## src/rtl/motion_pkg.sv

```systemverilog
// Shared types and constants for the stepper trajectory generators.
package motion_pkg;

    typedef enum logic [1:0] {
        IDLE   = 2'd0,
        RUN    = 2'd1,
        FINISH = 2'd2
    } state_t;

    localparam logic [1:0] SIDE_XF = 2'd0;
    localparam logic [1:0] SIDE_YF = 2'd1;
    localparam logic [1:0] SIDE_XR = 2'd2;
    localparam logic [1:0] SIDE_YR = 2'd3;

    localparam int DEF_RATIO = 62;

    function automatic logic side_is_y(input logic [1:0] s);
        return (s == SIDE_YF) || (s == SIDE_YR);
    endfunction

endpackage

```

## src/rtl/rect_tick_gen.sv

```systemverilog
// Step-rate divider: one-cycle tick every div_i clocks (0 and 1 act as 2), held at 0 while disabled.
module rect_tick_gen #(
    parameter int DIV_W = 16
) (
    input  logic             clk,
    input  logic             rst,
    input  logic             en_i,
    input  logic [DIV_W-1:0] div_i,
    output logic             tick_o
);

    logic [DIV_W-1:0] cnt_q, cnt_d, lim;

    always_comb lim = (div_i < DIV_W'(2)) ? DIV_W'(1) : div_i - 1'b1;

    assign tick_o = en_i && (cnt_q == lim);

    always_comb cnt_d = (!en_i || tick_o) ? '0 : cnt_q + 1'b1;

    always_ff @(posedge clk or posedge rst) begin
        if (rst) cnt_q <= '0;
        else     cnt_q <= cnt_d;
    end

endmodule

```

## src/rtl/rect_path_gen.sv

```systemverilog
// Two-axis rectangular step/direction generator: traces X fwd, Y fwd, X rev, Y rev
// for a programmed number of rectangles (0 = until abort).
module rect_path_gen
    import motion_pkg::*;
#(
    parameter int DIV_W  = 16,
    parameter int LEN_W  = 8,
    parameter int RATIO  = DEF_RATIO,
    parameter int LOOP_W = 4
) (
    input  logic              clk,
    input  logic              rst,
    input  logic              start,
    input  logic              abort,
    input  logic [DIV_W-1:0]  div_val,
    input  logic [LEN_W-1:0]  len_x,
    input  logic [LEN_W-1:0]  len_y,
    input  logic [LOOP_W-1:0] loops,
    input  logic              dir_x0,
    input  logic              dir_y0,
    output logic              busy,
    output logic              done,
    output logic              pul_x,
    output logic              pul_y,
    output logic              dir_x,
    output logic              dir_y,
    output logic [1:0]        side
);

    localparam int SW = LEN_W + $clog2(RATIO + 1);

    state_t            state_q, state_d;
    logic [SW-1:0]     sx_q, sx_d, sy_q, sy_d, cnt_q, cnt_d;
    logic [LOOP_W-1:0] loops_q, loops_d, lcnt_q, lcnt_d, lcnt_inc;
    logic [DIV_W-1:0]  div_q, div_d;
    logic [1:0]        side_q, side_d;
    logic              dir_x_q, dir_x_d, dir_y_q, dir_y_d;
    logic              pul_x_q, pul_x_d, pul_y_q, pul_y_d;
    logic              fin_q, fin_d, abt_q, abt_d;
    logic              busy_q, busy_d, done_q, done_d;

    logic          tick, act_y, pul_act, abort_any, run_exit, skip, skip0;
    logic [SW-1:0] s_cur, sx_ld, sy_ld;
    logic [2:0]    s1, s_nx;

    rect_tick_gen #(.DIV_W(DIV_W)) u_tick (
        .clk    (clk),
        .rst    (rst),
        .en_i   (state_q == RUN),
        .div_i  (div_q),
        .tick_o (tick)
    );

    assign sx_ld = SW'(len_x) * SW'(RATIO);
    assign sy_ld = SW'(len_y) * SW'(RATIO);
    assign skip0 = (sx_ld == '0) && (sy_ld != '0);

    assign act_y     = side_is_y(side_q);
    assign pul_act   = act_y ? pul_y_q : pul_x_q;
    assign s_cur     = act_y ? sy_q : sx_q;
    assign abort_any = abort | abt_q;
    // Finish only from pul high: pending end, or abort caught between pulses.
    assign run_exit  = fin_q | (abort_any & pul_act);

    // A zero-length next side is stepped over in the same tick; its successor is
    // on the axis that just finished, which is known to be non-zero.
    assign s1       = {1'b0, side_q} + 3'd1;
    assign skip     = (side_is_y(s1[1:0]) ? sy_q : sx_q) == '0;
    assign s_nx     = skip ? s1 + 3'd1 : s1;
    assign lcnt_inc = lcnt_q + 1'b1;

    always_ff @(posedge clk or posedge rst) begin
        if (rst) state_q <= IDLE;
        else     state_q <= state_d;
    end

    always_comb begin
        state_d = state_q;
        case (state_q)
            IDLE:    if (start) state_d = RUN;
            RUN:     if (run_exit) state_d = FINISH;
            FINISH:  state_d = IDLE;
            default: state_d = IDLE;
        endcase
    end

    always_comb begin
        busy_d = (state_d == RUN);
        done_d = (state_d == FINISH);
    end

    always_comb begin
        sx_d    = sx_q;    sy_d    = sy_q;    cnt_d  = cnt_q;
        loops_d = loops_q; lcnt_d  = lcnt_q;  div_d  = div_q;
        side_d  = side_q;  dir_x_d = dir_x_q; dir_y_d = dir_y_q;
        pul_x_d = pul_x_q; pul_y_d = pul_y_q; fin_d  = fin_q;
        abt_d   = abt_q;
        if (state_q == IDLE && start) begin
            sx_d    = sx_ld;
            sy_d    = sy_ld;
            loops_d = loops;
            div_d   = div_val;
            cnt_d   = '0;
            lcnt_d  = '0;
            abt_d   = 1'b0;
            fin_d   = (sx_ld == '0) && (sy_ld == '0);
            side_d  = skip0 ? SIDE_YF : SIDE_XF;
            dir_x_d = dir_x0 ^ skip0;
            dir_y_d = dir_y0;
            pul_x_d = 1'b1;
            pul_y_d = 1'b1;
        end else if (state_q == RUN && !run_exit) begin
            if (abort) abt_d = 1'b1;
            if (tick) begin
                if (pul_act) begin
                    if (act_y) pul_y_d = 1'b0;
                    else       pul_x_d = 1'b0;
                end else begin
                    pul_x_d = 1'b1;
                    pul_y_d = 1'b1;
                    if (abort_any) fin_d = 1'b1;
                    if (cnt_q + 1'b1 == s_cur) begin
                        cnt_d = '0;
                        if (act_y) dir_y_d = ~dir_y_q;
                        else       dir_x_d = ~dir_x_q;
                        if (skip) begin
                            if (side_is_y(s1[1:0])) dir_y_d = ~dir_y_q;
                            else                    dir_x_d = ~dir_x_q;
                        end
                        side_d = s_nx[1:0];
                        if (s_nx[2]) begin
                            lcnt_d = lcnt_inc;
                            if (loops_q != '0 && lcnt_inc == loops_q) fin_d = 1'b1;
                        end
                    end else begin
                        cnt_d = cnt_q + 1'b1;
                    end
                end
            end
        end else if (state_q == FINISH) begin
            fin_d = 1'b0;
            abt_d = 1'b0;
        end
    end

    always_ff @(posedge clk or posedge rst) begin
        if (rst) begin
            sx_q    <= '0;   sy_q    <= '0;   cnt_q  <= '0;
            loops_q <= '0;   lcnt_q  <= '0;   div_q  <= '0;
            side_q  <= SIDE_XF;
            dir_x_q <= 1'b0; dir_y_q <= 1'b0;
            pul_x_q <= 1'b1; pul_y_q <= 1'b1;
            fin_q   <= 1'b0; abt_q   <= 1'b0;
            busy_q  <= 1'b0; done_q  <= 1'b0;
        end else begin
            sx_q    <= sx_d;    sy_q    <= sy_d;    cnt_q  <= cnt_d;
            loops_q <= loops_d; lcnt_q  <= lcnt_d;  div_q  <= div_d;
            side_q  <= side_d;
            dir_x_q <= dir_x_d; dir_y_q <= dir_y_d;
            pul_x_q <= pul_x_d; pul_y_q <= pul_y_d;
            fin_q   <= fin_d;   abt_q   <= abt_d;
            busy_q  <= busy_d;  done_q  <= done_d;
        end
    end

    assign busy  = busy_q;
    assign done  = done_q;
    assign pul_x = pul_x_q;
    assign pul_y = pul_y_q;
    assign dir_x = dir_x_q;
    assign dir_y = dir_y_q;
    assign side  = side_q;

endmodule
```

## config.mk

```make
export PLATFORM = sky130hd
export DESIGN_NAME = rect_path_gen
export DESIGN_NICKNAME = d
export VERILOG_FILES = /design/src/rtl/motion_pkg.sv /design/src/rtl/rect_tick_gen.sv /design/src/rtl/rect_path_gen.sv
export SDC_FILE = /design/constraint.sdc
export NUM_CORES = 1
export LEC_CHECK = 0
export BUFFER_PORTS_ARGS = -buffer_cell sky130_fd_sc_hd__buf_2
export CAP_MARGIN = 10
export CELL_PAD_IN_SITES_DETAIL_PLACEMENT = 0
export CELL_PAD_IN_SITES_GLOBAL_PLACEMENT = 1
export CORE_UTILIZATION = 31
export CTS_BUF_LIST = sky130_fd_sc_hd__clkbuf_4 sky130_fd_sc_hd__clkbuf_8
export DETAILED_ROUTE_END_ITERATION = 10
export GPL_ROUTABILITY_DRIVEN = 0
export GPL_TIMING_DRIVEN = 0
export PLACE_DENSITY_LB_ADDON = 0.1
export RECOVER_POWER = 100
export SKIP_CTS_REPAIR_TIMING = 1
export SLEW_MARGIN = 30
export SYNTH_ARGS = -nofsm -noshare
export SYNTH_HDL_FRONTEND = slang
export SYNTH_SLANG_ARGS = --single-unit
export TNS_END_PERCENT = 1
```

## constraint.sdc

```tcl
create_clock -name clk -period 5.8 [get_ports clk]
set_input_delay 0.29 -clock clk [delete_from_list [all_inputs] [get_ports clk]]
set_output_delay 0.29 -clock clk [all_outputs]
set_load 0.005 [all_outputs]
```

---- Word level (Yosys, flattened, before mapping) ----
Cells that the tools add are included.
storage, ports and cells
  register bits after elaboration ......... 92
  output and inout bits ................... 8
operators by class
  $lt $le $gt $ge ......................... 1
  reduce and logical (&&, ||, !) cells .... 29
  multiplexer cells ....................... 64
  add/sub/neg operators ................... 6
  eq/ne operators ......................... 17
  multipliers ............................. 2
  bitwise operators ....................... 6
operators by type and width
  operator                                                      count
  2-to-1 mux 14 bit                                             7
  zero test 14 bit                                              3
  2-to-1 mux 1 bit                                              40
  2-to-1 mux 16 bit                                             2
  multiplier 8 x 5 -> 13 bit (second input constant)            2
  2-to-1 mux 4 bit                                              6
  adder 16 x 1 -> 16 bit (second input constant)                1
  == test 16 bit                                                1
  less-than comparator 16 x 2 -> 1 bit (second input constant)  1
  subtractor 16 x 1 -> 16 bit (second input constant)           1
  adder 14 x 1 -> 14 bit (second input constant)                1
  == test 14 bit                                                1
  2-to-1 mux 2 bit                                              7
  nonzero test 14 bit                                           1
  AND reduction 3 bit                                           4
  inequality test 3 x 2 -> 1 bit (second input constant)        3
  == test 2 x 1 -> 1 bit (second input constant)                4
  == test 2 bit (second input constant)                         4
  nonzero test 2 bit                                            4
  logical AND 1 bit                                             6
  inequality test 3 bit (second input constant)                 2
  AND reduction 5 bit                                           1
  adder 4 x 1 -> 4 bit (second input constant)                  1
  == test 4 bit                                                 1
  other kinds (16)                                              21

---- Depth between registers and ports, before layout ----
  word-level depth ........................ 12
  depth in mapped cells ................... 17
  mapped depth without buffers ............ 17

---- Hierarchy ----
A second synthesis with hierarchy kept.
second synthesis, totals
  cell total of the unflattened synthesis .. 870
  area, all modules ....................... 7786.2 um2
by module, submodules not included
  module         sequential area each (um2)  area an instance (um2)  times used  cells an instance
  rect_path_gen  1904.3                      6135.9                  1           669
  rect_tick_gen  400.4                       1650.3                  1           201

---- Worst setup path before layout ----
No wires, ideal clock.
  path kind ............................... input port to flip-flop
  start ................................... in len_y[5]
  end ..................................... reg dir_x_q (netlist: dir_x)
  arrival time ............................ 4154 ps
  path slack .............................. 1520 ps
  stages .................................. 17
  library setup time ...................... 126 ps
  cell sequence ........................... inv_1 > fa_1 > inv_1 > fa_1 > inv_1 > fa_1 > inv_1 > ha_1 > and3_1 > a221oi_1 > a21oi_1 > or4_1 > and3_1 > nor4_1 > nor4b_1 > xnor2_1 > mux2i_1
on the way
  cells in the longest elaborated chain, start to end .. 5
ends and longest elaborated chain
  element                     RTL line              text
  start, declared             rect_path_gen.sv:17   input logic [LEN_W-1:0] len_y,
  multiplier 8 x 5 -> 13 bit  rect_path_gen.sv:55   assign sy_ld = SW'(len_y) * SW'(RATIO);
  nonzero test 14 bit         rect_path_gen.sv:56   assign skip0 = (sx_ld == '0) && (sy_ld != '0);
  logical AND 1 bit           rect_path_gen.sv:56
  bitwise XOR 1 bit           rect_path_gen.sv:108  dir_x_d = dir_x0 ^ skip0;
  2-to-1 mux 1 bit            rect_path_gen.sv:98   if (state_q == IDLE && start) begin
  end signal, assigned        rect_path_gen.sv:159  dir_x_q <= dir_x_d; dir_y_q <= dir_y_d;
  end, declared               rect_path_gen.sv:37   logic dir_x_q, dir_x_d, dir_y_q, dir_y_d;
No other way between the ends.
A chain may end at the register's enable or synchronous reset.

---- Final worst setup path ----
  start ................................... reg side_q[0] (netlist: side[0])
  end ..................................... reg cnt_q[11]
on the way
  cells in the longest elaborated chain, start to end .. 9
  elaborated cells on any way between the ends .. 18
  classes of those cells .................. eq/ne: 4; mux: 7; bitwise: 2; reduce/logical: 5
ends and longest elaborated chain
  element                                                   RTL line                                    text
  start, declared                                           rect_path_gen.sv:36                         logic [1:0] side_q, side_d;
  start signal, assigned                                    rect_path_gen.sv:158                        side_q <= side_d;
  == test 2 x 1 -> 1 bit or == test 2 bit (tied branches)   motion_pkg.sv:18                            return (s == SIDE_YF) || (s == SIDE_YR);
  logical OR 1 bit (*)                                      motion_pkg.sv:18
  2-to-1 mux 14 bit or 2-to-1 mux 1 bit (tied branches)     rect_path_gen.sv:60, rect_path_gen.sv:59
  == test 14 bit or bitwise AND 1 bit (tied branches)       rect_path_gen.sv:122, rect_path_gen.sv:63
  2-to-1 mux 14 bit or OR 1 bit (tied branches)             rect_path_gen.sv:122, rect_path_gen.sv:63
  2-to-1 mux 14 bit or zero test 1 bit (tied branches)      rect_path_gen.sv:115, rect_path_gen.sv:112
  2-to-1 mux 14 bit or logical AND 1 bit (tied branches)    rect_path_gen.sv:114, rect_path_gen.sv:112
  2-to-1 mux 14 bit or nonzero test 2 bit (tied branches)   --
  2-to-1 mux 14 bit or AND reduction 3 bit (tied branches)  --
  end signal, assigned                                      rect_path_gen.sv:148                        sx_q <= '0; sy_q <= '0; cnt_q <= '0;
  end signal, assigned                                      rect_path_gen.sv:156                        sx_q <= sx_d; sy_q <= sy_d; cnt_q <= cnt_d;
  end, declared                                             rect_path_gen.sv:33                         logic [SW-1:0] sx_q, sx_d, sy_q, sy_d, cnt_q, cnt_d;
Every way passes the cells marked *; elsewhere a longest branch is shown, timed or not. The select of a mux whose other input is x is not followed.

==> results.txt <==
final worst slack: 0.854 ns
#FFs+latches synth: 92
Worst R2R Start: side[0]
max_cap viols: 1
Area Overhead vs Synth: 10.8%
GRT Overall Usage: 0.174
Skew-Pair Late Insertion Delay: 0.39 ns
Final setup viols: 0
Routed Antenna Nets: 0
total of warnings raised by yosys: 0
clock skew after layout: 0.0147 ns
Sw Share: 0.460
Tightest Hold Check Type: primary input to register
Die Ht: 160 µm
first-pass GRT wire length: 35100 µm
Core Region: 24500 µm²
TritonCTS Buffers: 9
unrepaired setup endpoints after global routing: no
die area: 25700 µm²
DR pass1 iterations: 4
worst setup path start: side[0]
Lkg Pwr: 3.90 nW
VDD IR max: 0.000114 V
fin cells: 1277
Pwr Total: 3.39 mW
Primary FF master, synth: dfrtp_1
vias per cell: 4.93
Initial DRC Count: 373
met1 usage: 0.238
CTS sink cnt: 92
Worst-Margin Slew: 3.04 ns
share of cells above drive strength 1: 0.0965
worst path arrival time: 5.20 ns
Syn Area/Cell: 8.75 µm²
htree depth: 3
FMAX: 202 MHz
synthesized cell area: 7750 µm²
CTS tree: built
fill count: 2666
Setup CP Type: register to register
crit path time final: 4.95 ns
top-count cell post-synth: nand2_1
sequential share of power: 0.323
grt total ovfl: 0
final worst path period share: 0.853
slew margin rel.: -1.03
antenna violations before repair: 0
Rows: 57
register area share after synthesis: 0.297
number of synthesized flops with an enable pin: 0
Die Wd: 160 µm
IO Pins: 50
GR Util met2: 0.292
placed cells: 1260
Port Buf Inserts: 49
register area: 2300 µm²
vias post-DR: 6292
Clk pin slew, worst setup/hold paths: 0.10 ns
CTS root buf: clkbuf_8
Placement Setup Slack: 0.733 ns
busiest layer in global routing: met2
violated checks: max-capacitance violations, max-slew violations
Inserted Diodes: 0
asr flop ratio synth: 1.00
syn_nets: 1012
P_sw: 1.56 mW
Worst Setup End Kind: register
Pwr Density: 395 nW/µm²
Hold Startpoint: div_val[15]
Pint: 1.83 mW
pin count of the biggest net entering global routing: 66
max-slew violation count: 66
post-synth cell types: 75
Clk pwr share: 0.154
area share of the largest cell type after synthesis: 0.290
detailed placement HPWL: 16900 µm
Fin. Hold Viols: 0
top cells by count, synth: nand2_1, dfrtp_1, inv_1, nor2_1, ha_1
DRC viols: 0
status: finished with violations
synth top area cells: dfrtp_1, fa_1, ha_1
Fin Setup TNS: 0 ns
Wirelength per Cell: 16.7 µm
Worst setup SP type: register
vias in the first global route: 6417
Max clock buf depth: 2
Final #Nets: 1074
crit-path max FO: 10
largest area contributor in the netlist: dfrtp_1
Worst Path Required: 6.06 ns
WL final: 21300 µm
M3 GR Usage: 0.0200
Initial Util: 0.317
Gate power share: 0.523
Multi-input gate area: 4950 µm²
Mapped Cells: 886
==> registers in the layout (all words and copies together), names as in the netlist, 2 cells and up <==
name          count
u_tick.cnt_q     16
cnt_q            14
state_q           2
div_q            16
sy_q             13
sx_q             13
side              2
lcnt_q            4
loops_q           4
==> layout by cell type, fill, tap and decap left out, drive strengths merged, types with 5 or more instances in the layout <==
| cell type | instances |
|---|---|
| nand4 | 17 |
| o31ai | 10 |
| nor2 | 62 |
| fa | 34 |
| xor2 | 28 |
| nor2b | 5 |
| and3 | 13 |
| and2 | 6 |
| buf | 49 |
| a21o | 10 |
| nor3 | 26 |
| mux2i | 16 |
| nand2b | 5 |
| inv | 72 |
| nor3b | 7 |
| o21a | 7 |
| nand2 | 137 |
| ha | 50 |
| nor4 | 22 |
| or2 | 7 |
| dfrtp | 90 |
| nand3 | 25 |
| or4 | 10 |
| clkbuf | 46 |
| or3 | 12 |
| a21oi | 17 |
| xnor2 | 43 |
| o21ai | 46 |
==> area by class of cell <==
type	count	area share
multi-input cells	686	0.577
flip-flops and latches	92	0.268
well taps	324	0.0472
inverters	73	0.0320
repair buffers	51	0.0299
plain buffers	35	0.0191
clock buffers	11	0.0169
clock inverters	5	0.00991
==> critical path: stages, from the launching register on <==
cell,delay (ns)
dfrtp_1,0.55
ha_1,0.22
clkbuf_1,0.43
nor2_1,0.27
clkbuf_1,0.39
nand2_1,0.19
nand2_1,0.10
or3_2,0.46
clkbuf_1,0.24
or4_2,0.72
nor4_2,0.44
nor2_1,0.21
clkbuf_1,0.28
o21ai_0,0.22
o41ai_1,0.09
==> cells by family (layout without fill, tap and decap cells) <==
logic type	after synthesis	in the layout	synth area share
simple gates	373	373	0.243
compound gates	137	137	0.122
buf+inv	108	175	0.0589
flops	92	92	0.297
fa+ha+maj	84	84	0.168
xor+xnor	72	72	0.0831
mux	20	20	0.0265
==> metrics by stage <==
step / cell area, µm² / hold slack, ns / util
floorplan: 7750 / 0.395 / -
global placement: 8410 / 0.486 / 0.344
detailed placement: 8440 / 0.289 / 0.345
CTS: 8670 / -0.145 / 0.355
global route: 8590 / 0.0872 / 0.351
finish: 8590 / 0.0890 / 0.351
==> routing by layer <==
metal,share of wire,up-vias
li1,-,3193
met1,0.49,2997
met2,0.48,85
met3,0.022,17
met4,0.014,0
met5,0,-
==> final timing paths <==
kind / to / slack (ns) / cells past startpoint
worst max-delay path: cnt_q[11] / 0.85 / 14
worst min-delay path: div_q[15] / 0.09 / 3
worst max register to register: cnt_q[11] / 0.85 / 14
worst min register to register: sy_q[12] / 0.51 / 2
max in group asynchronous: u_tick.cnt_q[15] / 1.37 / 4
min in group asynchronous: cnt_q[13] / 0.73 / 3
==> power groups by stage <==
stage / Combinational (mW) / Clock, mW / Sequential, mW
floorplan: 1.39 / 0 / 1.00
detailed placement: 1.82 / 0 / 1.11
global placement: 1.82 / 0 / 1.10
global route: 2.03 / 0.563 / 1.12
CTS: 1.84 / 0.540 / 1.09
finish: 1.78 / 0.523 / 1.09
Power figures use the tool's default switching activity.
